$ cat config.mk
export PLATFORM = sky130hd
export DESIGN_NAME = ternary_register_file_flat
export DESIGN_NICKNAME = d
export VERILOG_FILES = /design/src/rtl/ternary_register_file_if.sv /design/src/rtl/ternary_register_file.sv /design/src/flat_wrapper.sv
export SDC_FILE = /design/constraint.sdc
export NUM_CORES = 1
export LEC_CHECK = 0
export CAP_MARGIN = 20
export CORE_MARGIN = 2
export CORE_UTILIZATION = 40
export CTS_CLUSTER_DIAMETER = 200
export DETAILED_ROUTE_END_ITERATION = 10
export RECOVER_POWER = 50
export SYNTH_ARGS = -nofsm -noshare
export SYNTH_HDL_FRONTEND = slang
export SYNTH_SLANG_ARGS = --single-unit
$ cat constraint.sdc
create_clock -name clock -period 4.2 [get_ports clock]
set_input_delay 0.63 -clock clock [delete_from_list [all_inputs] [get_ports clock]]
set_output_delay 0.63 -clock clock [all_outputs]
set_load 0.02 [all_outputs]
$ cat src/rtl/ternary_register_file_if.sv
// Register-file access bundle: two read ports, one write port, encode-error flag.
// Master drives addresses, strobes and write data; slave returns registered read data.
interface ternary_register_file_if #(
  parameter int WORD_SIZE  = 9,
  parameter int ADDR_TRITS = 2
);
  logic                    rd_en;
  logic [2*ADDR_TRITS-1:0] rd_addr1;
  logic [2*ADDR_TRITS-1:0] rd_addr2;
  logic [2*WORD_SIZE-1:0]  read_data1;
  logic [2*WORD_SIZE-1:0]  read_data2;
  logic                    read_valid;
  logic                    wr_en;
  logic [2*ADDR_TRITS-1:0] wr_addr;
  logic [2*WORD_SIZE-1:0]  wr_data;
  logic                    encode_error;

  modport master (
    output rd_en, rd_addr1, rd_addr2, wr_en, wr_addr, wr_data,
    input  read_data1, read_data2, read_valid, encode_error
  );

  modport slave (
    input  rd_en, rd_addr1, rd_addr2, wr_en, wr_addr, wr_data,
    output read_data1, read_data2, read_valid, encode_error
  );
endinterface

$ cat src/rtl/ternary_register_file.sv
// Balanced-ternary operand register file: 3**ADDR_TRITS words, centre address is hardwired zero.
// Two read ports with 1-cycle registered latency and same-cycle write bypass; illegal trit codes pulse encode_error.
module ternary_register_file #(
  parameter int WORD_SIZE  = 9,
  parameter int ADDR_TRITS = 2
) (
  input logic                     clock,
  input logic                     reset,
  ternary_register_file_if.slave  rf
);

  localparam int NREG  = 3**ADDR_TRITS;
  localparam int IDX_W = $clog2(NREG);
  localparam int DW    = 2*WORD_SIZE;
  localparam int AW    = 2*ADDR_TRITS;

  typedef logic [DW-1:0]    word_t;
  typedef logic [AW-1:0]    addr_t;
  typedef logic [IDX_W-1:0] idx_t;

  localparam idx_t ZERO_IDX = idx_t'(NREG/2);

  function automatic logic addr_legal(input addr_t a);
    logic ok;
    ok = 1'b1;
    for (int i = 0; i < ADDR_TRITS; i++) begin
      if (a[2*i +: 2] == 2'b10) ok = 1'b0;
    end
    return ok;
  endfunction

  // Most-significant trit first; the signed value is offset so -max lands on index 0.
  function automatic idx_t addr_index(input addr_t a);
    int v;
    v = 0;
    for (int i = ADDR_TRITS-1; i >= 0; i--) begin
      v = v * 3;
      case (a[2*i +: 2])
        2'b01:   v = v + 1;
        2'b11:   v = v - 1;
        default: v = v;
      endcase
    end
    return idx_t'(v + NREG/2);
  endfunction

  function automatic word_t canon_word(input word_t d);
    word_t r;
    r = d;
    for (int i = 0; i < WORD_SIZE; i++) begin
      if (d[2*i +: 2] == 2'b10) r[2*i +: 2] = 2'b00;
    end
    return r;
  endfunction

  function automatic logic word_illegal(input word_t d);
    logic bad;
    bad = 1'b0;
    for (int i = 0; i < WORD_SIZE; i++) begin
      if (d[2*i +: 2] == 2'b10) bad = 1'b1;
    end
    return bad;
  endfunction

  word_t regs_q [NREG];
  word_t regs_d [NREG];
  word_t rdata1_q, rdata1_d;
  word_t rdata2_q, rdata2_d;
  logic  rvalid_q, rvalid_d;
  logic  err_q, err_d;

  logic  wr_legal, rd1_legal, rd2_legal;
  idx_t  wr_idx, rd1_idx, rd2_idx;
  word_t wr_word;
  logic  wr_commit;
  logic  byp1, byp2;

  always_comb begin
    wr_legal  = addr_legal(rf.wr_addr);
    rd1_legal = addr_legal(rf.rd_addr1);
    rd2_legal = addr_legal(rf.rd_addr2);
    wr_idx    = addr_index(rf.wr_addr);
    rd1_idx   = addr_index(rf.rd_addr1);
    rd2_idx   = addr_index(rf.rd_addr2);
    wr_word   = canon_word(rf.wr_data);
    wr_commit = rf.wr_en && wr_legal && (wr_idx != ZERO_IDX);

    // A committed write never targets the zero register, so bypass cannot leak into it.
    byp1 = wr_commit && rf.rd_en && rd1_legal && (rd1_idx == wr_idx);
    byp2 = wr_commit && rf.rd_en && rd2_legal && (rd2_idx == wr_idx);

    for (int i = 0; i < NREG; i++) regs_d[i] = regs_q[i];
    if (wr_commit) regs_d[wr_idx] = wr_word;

    rdata1_d = rdata1_q;
    rdata2_d = rdata2_q;
    if (rf.rd_en) begin
      if (!rd1_legal || rd1_idx == ZERO_IDX) rdata1_d = '0;
      else if (byp1)                         rdata1_d = wr_word;
      else                                   rdata1_d = regs_q[rd1_idx];

      if (!rd2_legal || rd2_idx == ZERO_IDX) rdata2_d = '0;
      else if (byp2)                         rdata2_d = wr_word;
      else                                   rdata2_d = regs_q[rd2_idx];
    end
    rvalid_d = rf.rd_en;

    err_d = (rf.rd_en && (!rd1_legal || !rd2_legal)) ||
            (rf.wr_en && (!wr_legal || word_illegal(rf.wr_data)));
  end

  always_ff @(posedge clock) begin
    if (reset) begin
      for (int i = 0; i < NREG; i++) regs_q[i] <= '0;
      rdata1_q <= '0;
      rdata2_q <= '0;
      rvalid_q <= 1'b0;
      err_q    <= 1'b0;
    end else begin
      for (int i = 0; i < NREG; i++) regs_q[i] <= regs_d[i];
      rdata1_q <= rdata1_d;
      rdata2_q <= rdata2_d;
      rvalid_q <= rvalid_d;
      err_q    <= err_d;
    end
  end

  assign rf.read_data1   = rdata1_q;
  assign rf.read_data2   = rdata2_q;
  assign rf.read_valid   = rvalid_q;
  assign rf.encode_error = err_q;

endmodule

$ cat src/flat_wrapper.sv
// flat-port wrapper written by rule: the top's interface ports become plain ports
module ternary_register_file_flat 
#(
  parameter int WORD_SIZE  = 9,
  parameter int ADDR_TRITS = 2
)
  (clock, reset, rf_rd_en, rf_rd_addr1, rf_rd_addr2, rf_wr_en, rf_wr_addr, rf_wr_data, rf_read_data1, rf_read_data2, rf_read_valid, rf_encode_error);
  ternary_register_file_if #(.WORD_SIZE(WORD_SIZE), .ADDR_TRITS(ADDR_TRITS)) rf_i ();
  input logic clock;
  input logic reset;
  input wire logic [$bits(rf_i.rd_en)-1:0] rf_rd_en;
  input wire logic [$bits(rf_i.rd_addr1)-1:0] rf_rd_addr1;
  input wire logic [$bits(rf_i.rd_addr2)-1:0] rf_rd_addr2;
  input wire logic [$bits(rf_i.wr_en)-1:0] rf_wr_en;
  input wire logic [$bits(rf_i.wr_addr)-1:0] rf_wr_addr;
  input wire logic [$bits(rf_i.wr_data)-1:0] rf_wr_data;
  output wire logic [$bits(rf_i.read_data1)-1:0] rf_read_data1;
  output wire logic [$bits(rf_i.read_data2)-1:0] rf_read_data2;
  output wire logic [$bits(rf_i.read_valid)-1:0] rf_read_valid;
  output wire logic [$bits(rf_i.encode_error)-1:0] rf_encode_error;
  assign rf_i.rd_en = rf_rd_en;
  assign rf_i.rd_addr1 = rf_rd_addr1;
  assign rf_i.rd_addr2 = rf_rd_addr2;
  assign rf_i.wr_en = rf_wr_en;
  assign rf_i.wr_addr = rf_wr_addr;
  assign rf_i.wr_data = rf_wr_data;
  assign rf_read_data1 = rf_i.read_data1;
  assign rf_read_data2 = rf_i.read_data2;
  assign rf_read_valid = rf_i.read_valid;
  assign rf_encode_error = rf_i.encode_error;
  ternary_register_file #(.WORD_SIZE(WORD_SIZE), .ADDR_TRITS(ADDR_TRITS)) u_core (.clock(clock), .reset(reset), .rf(rf_i));
endmodule
### Yosys cells after proc, flatten, opt, wreduce, memory -nomap -nowiden

Memory sizes are Yosys's and may differ from the RTL's.
Cells that the tools add are included.

| storage, ports and cells | value |
|---|---|
| flip-flop bits (word level) | 38 |
| memory bits (writable) | 162 |
| logic and storage cells | 129 |
| memories | 1 |

| cells by class | value |
|---|---|
| $add $sub $neg | 9 |
| multiply operators | 3 |
| order comparisons | 2 |
| eq/ne operators | 32 |
| muxes and demuxes | 50 |
| bitwise gates (word level) | 10 |
| reduce and logical (&&, ||, !) cells | 18 |

Memories:

| memory | depth | bits a word | read ports | clocked after Yosys merged registers in | write ports | line | RTL |
|---|---|---|---|---|---|---|---|
| u_core.regs_q | 9 | 18 | 11 | 0 | 9 | ternary_register_file.sv:65 | `word_t regs_q [NREG];` |

Operator list:

| cell | number |
|---|---|
| $mux 18 | 14 |
| $pmux 32 s2 | 3 |
| $bwmux 162 | 1 |
| $mux 162 | 1 |
| $mul 32x3->4 const B | 3 |
| $demux 18 s4 | 1 |
| $eq 2x2->1 const B | 21 |
| $pmux 4 s2 | 3 |
| $mux 1 | 18 |
| $mux 2 | 9 |
| $add 4x2->4 const B | 3 |
| $add 4x4->4 const B | 3 |
| $eq 2x1->1 const B | 6 |
| $sub 4x2->4 const B | 3 |
| $logic_and 1x1->1 | 10 |
| $or 1x1->1 | 9 |
| $eq 4x3->1 const B | 2 |
| $eq 4x4->1 | 2 |
| $ge 5x5->1 const B | 1 |
| $logic_or 1x1->1 | 5 |
| $lt 5x1->1 const B | 1 |
| $not 4->5 | 1 |
| $ne 4x3->1 const B | 1 |
| $logic_not 1->1 | 3 |

### Depth between registers and ports, before layout

| depth | value |
|---|---|
| depth after elaboration | 14 |
| mapped depth | 14 |
| gate-level depth less buffers | 11 |

### Least setup slack after synthesis

Ideal clock, no wire load.

| path | value |
|---|---|
| path kind | input to register |
| start | input port rf_rd_addr2[3] |
| end | register u_core.rdata2_q[11] (netlist: u_core.rf.read_data2[11]) |
| library setup time | 0.122 ns |
| arrival | 4.197 ns |
| data required time | 4.078 ns |
| setup slack | -0.118 ns |
| stages | 14 |
| buffers on the path | 6 |
| path through | clkbuf_1 o21ai_1 and2_1 clkbuf_1 clkbuf_1 ha_1 buf_1 xnor2_1 or4b_1 or4b_4 o21ba_1 buf_6 buf_6 a221o_1 |

| on the way | value |
|---|---|
| word-level cells in the longest chain between the ends | 10 |

RTL lines:

| what | line | RTL |
|---|---|---|
| from (decl) | flat_wrapper.sv:13 | `input wire logic [$bits(rf_i.rd_addr2)-1:0] rf_rd_addr2;` |
| branches (longest 9 deep; another with $mul 32x3->4) | - |  |
| $mux 18 (*) | ternary_register_file.sv:102 | `if (!rd2_legal \|\| rd2_idx == ZERO_IDX) rdata2_d = '0;` |
| to (signal assigned) | ternary_register_file.sv:122 | `rdata2_q <= rdata2_d;` |
| to (decl) | ternary_register_file.sv:68 | `word_t rdata2_q, rdata2_d;` |

Every way passes the cells marked *.
A chain may end at the register's enable or synchronous reset.

### Final worst setup path

| path | value |
|---|---|
| start | input port rf_wr_addr[0] |
| end | register u_core.rdata2_q[12] (netlist: u_core.rf.read_data2[12]) |

| on the way | value |
|---|---|
| word-level cells in the longest chain between the ends | 10 |

RTL lines:

| what | line | RTL |
|---|---|---|
| from (decl) | flat_wrapper.sv:15 | `input wire logic [$bits(rf_i.wr_addr)-1:0] rf_wr_addr;` |
| $eq 2x2->1 (tied with other cells) | ternary_register_file.sv:38 | `case (a[2*i +: 2])` |
| $pmux 4 s2 / $mux 1 (equally long branches) | ternary_register_file.sv:38, ternary_register_file.sv:27 |  |
| $add 4x4->4 / $mux 1 (equally long branches) | ternary_register_file.sv:44, ternary_register_file.sv:27 |  |
| $ne 4x3->1 / $logic_and 1x1->1 (equally long branches) | ternary_register_file.sv:86 | `wr_commit = rf.wr_en && wr_legal && (wr_idx != ZERO_IDX);` |
| $logic_and 1x1->1 | ternary_register_file.sv:86 |  |
| $logic_and 1x1->1 (2 in series) | ternary_register_file.sv:90 | `byp2 = wr_commit && rf.rd_en && rd2_legal && (rd2_idx == wr_idx);` |
| $logic_and 1x1->1 (*) | ternary_register_file.sv:90 |  |
| $mux 18 (*) | ternary_register_file.sv:103 | `else if (byp2) rdata2_d = wr_word;` |
| $mux 18 (*) | ternary_register_file.sv:102 |  |

Mark *: on every way between the ends. The rest lies on a longest branch, timed or not.

==> flow_metrics.py <==
metrics = {
    "clocking": {
        "post_cts_resized": 0,
        "worstSkewPairLatency_ps": 440,
        "cts_buffers": 17,
        "cts_hold_buf": 0,
        "clockBufferDepth": 2,
        "cts_tree": "done",
        "path_clk_slew_ps": 80,
        "cts_max_level": 4,
        "clock_sinks": 200,
        "cts_setup_buffers": 0,
        "cts_root_buffer": "clkbuf_16",
    },
    "job": {
        "cap_violations": 2,
    },
    "critical_path": {
        "r2r_start": "u_core.regs_q[6][4]",
        "worstReg2RegEnd": "u_core.rf.read_data2[4]",
        "reg2reg_slack_ps": 2560,
        "cpLargestDelayFamily": "simple AND/OR/NAND/NOR gates",
        "r2r.worst_path.cells": 3,
        "crit_buf_inv": 2,
        "critPathMaxFanout": 10,
        "crit_arrival_ps": 4070,
        "crit_slowest_cell": "dlygate4sd3_1",
        "crit_type": "primary input to register",
        "startpoint_type": "primary input",
        "required_ps": 4530,
        "crit_path_end_kind": "register",
        "cpPeakStageDelay_ps": 570,
        "worstPathCellList": "dlygate4sd3_1 > nor2b_1 > o21a_1 > or2_2 > ha_1 > xnor2_1 > or4b_1 > or4b_4 > o21ba_1 > buf_4 > a221o_1",
    },
    "worst_hold_path": {
        "whs_path_depth": 2,
        "whs_endpoint": "u_core.regs_q[6][12]",
        "min_path_type": "register to register",
        "worstHoldStart": "u_core.regs_q[6][12]",
    },
    "sta": {
        "post-route-period-util": 0.891,
        "fin_tns_setup_ps": 0,
        "fmax_mhz": 267,
        "fin_ws_ps": 458,
        "slew_viol_final": 168,
        "setup_viol": 0,
        "slew_headroom": -0.356,
        "worst_pin_slew_ps": 2030,
        "finClkSkew_ps": 10.6,
        "fin_crit_ps": 3740,
        "hold_viol": 0,
        "whs_ps": 471,
        "rsz0062_at_grt": "false",
    },
    "grt": {
        "antenna_found_initial": 0,
        "grt_usage": 0.259,
        "grt_pass1_wl_mm": 52.7,
        "grt_overflow": 0,
        "grt_max_degree": 93,
        "grt_pass1_vias": 8615,
    },
    "cells_and_area": {
        "fillerInstances": 2435,
        "synthToLayoutAreaGrowth_pct": 17.3,
        "fin_nets": 1220,
        "seq_area_sq_um": 4000,
        "drive_gt1_frac": 0.104,
        "multi_input_area_sq_um": 5920,
        "diodes": 0,
        "fin_cells": 1525,
    },
    "synth": {
        "synth_edf_count": 0,
        "yosysUniqueCellTypes": 60,
        "postSynthCellCount": 1141,
        "ys_ff_latch": 200,
        "yosys-top-cells-area": "dfxtp_1 39%, mux2i_1 16%, nor2_1 5.7%",
        "synth_area_leader_cell": "dfxtp_1",
        "ys_seq_area_frac": 0.386,
        "syn-num-nets": 1179,
        "yosys_warnings": 0,
        "synth_common_cells": "200 x dfxtp_1, 166 x mux2i_1, 158 x nor2_1",
        "yosys.cell_count.top_type": "dfxtp_1",
        "synth.top_cell.area_share": 0.386,
        "syn_area_per_cell_sq_um": 9.10,
        "synth-main-ff-cell": "dfxtp_1",
        "async_reset_ff_frac": 0,
        "syn_area_sq_um": 10400,
    },
    "drt": {
        "vias": 9074,
        "drt_iter0_markers": 993,
        "wirelength_mm": 35.5,
        "viasPerCell": 5.95,
        "drc": 0,
        "drtPass1Iterations": 8,
        "wl_per_cell_um": 23.3,
        "drtAntennaViolNets": 0,
    },
    "floorplanning": {
        "die_y_um": 165,
        "die_area_sq_um": 27300,
        "ios": 72,
        "initial_utilization": 0.410,
        "coreArea_sq_um": 25300,
        "die_w_um": 165,
        "core.rowCount": 58,
    },
    "pwr": {
        "irDropWorstVdd_uv": 272,
        "power_density_nw_per_um2": 357,
        "power.total_uw": 4350,
        "leakage_uw": 0.00458,
    },
    "placed_design": {
        "io_buffers": 71,
        "gp_congestion": 0.890,
        "hpwl_mm": 22.5,
        "place_ws_ps": 147,
        "dpl.cell_count": 1493,
    },
    "run_status": {
        "status": "complete, but fails checks",
        "violations": "capacitance limit, slew limit",
    },
}
[layout make-up]
cell class | instances | share of cell area
repair buffers | 128 | 0.0938
well taps | 330 | 0.0339
clock buffers | 18 | 0.0352
clock inverters | 14 | 0.0152
multi-input cells | 812 | 0.486
inverters | 23 | 0.00709
flip-flops and latches | 200 | 0.329
[where the power goes]
part,internal [uW],total [uW],switching [uW],leakage (uW)
combinational,238,675,437,0.00267
sequential,1920,1940,18.5,0.00161
clock,909,1740,828,0.000293
total,3060,4350,1280,0.00458
[worst max-delay path by stage]
stage	end	start	cells after the start	slack, ps
after floorplan	u_core.rf.read_data2[11]	rf_rd_addr2[1]	14	7
after global placement	u_core.rf.read_data2[15]	rf_wr_addr[0]	11	180
after detailed placement	u_core.rf.read_data2[12]	rf_wr_addr[0]	11	150
after CTS	u_core.rf.read_data2[12]	rf_wr_addr[0]	11	590
after global routing	u_core.rf.read_data2[11]	rf_wr_addr[0]	11	330
final	u_core.rf.read_data2[12]	rf_wr_addr[0]	11	460
[worst min-delay path: cells and delay by family (launching register included)]
kind / cells / cell delay (ps)
simple gates: 1 / 50
compound gates: 1 / 50
flops: 1 / 320
[flip-flops by register name, indices dropped and copies added, names as in the netlist]
register,cells
u_core.regs_q,162
u_core.rf.encode_error,1
u_core.rf.read_valid,1
u_core.rf.read_data1,18
u_core.rf.read_data2,18
[logic make-up (layout without fill, tap and decap cells)]
logic type      count (synthesis)  in the layout  share of synthesized area
buf+inv                       129            183                     0.0492
compound gates                271            271                      0.189
flops                         200            200                      0.386
xor+xnor                       13             13                     0.0117
simple gates                  337            337                      0.155
mux                           187            187                      0.206
fa+ha+maj                       4              4                    0.00482
[routing by layer]
layer,track usage,routed length [um]
met5,0,0
met4,0.0893,1050
met3,0.0440,2300
met1,0.350,15900
met2,0.419,16200
[cells in the final DEF, fill, tap and decap left out, types with 4 or more instances in the layout]
cell and count:
o31ai_1 9, o21ai_0 21, nor2b_1 39, xor2_1 4, inv_1 22, nor3_2 4
clkdlybuf4s50_1 30, nand3b_1 4, and2_1 34, a211oi_1 15, buf_4 51, mux4_2 21
a31oi_1 7, clkbuf_2 4, nand2b_1 13, dlygate4sd3_1 40, o22ai_1 16, nor2_1 156
a22oi_1 18, a221o_1 31, o221ai_1 5, ha_1 4, a222oi_1 6, nor3_1 4
dfxtp_1 200, a221oi_1 23, a21oi_1 55, o211ai_1 4, nand2_1 57, mux2i_1 166
o32ai_1 13, a2111oi_0 7, o21ai_1 21, clkbuf_16 17, xnor2_1 7, nand4_1 4
[stage by stage]
step | area [sq um] | util
3_3_place_gp | 11600 | 0.457
2_1_floorplan | 10400 | -
3_5_place_dp | 11600 | 0.457
5_1_grt | 12200 | 0.481
6_report | 12200 | 0.481
4_1_cts | 12200 | 0.482
(Power assumes the default switching activity.)
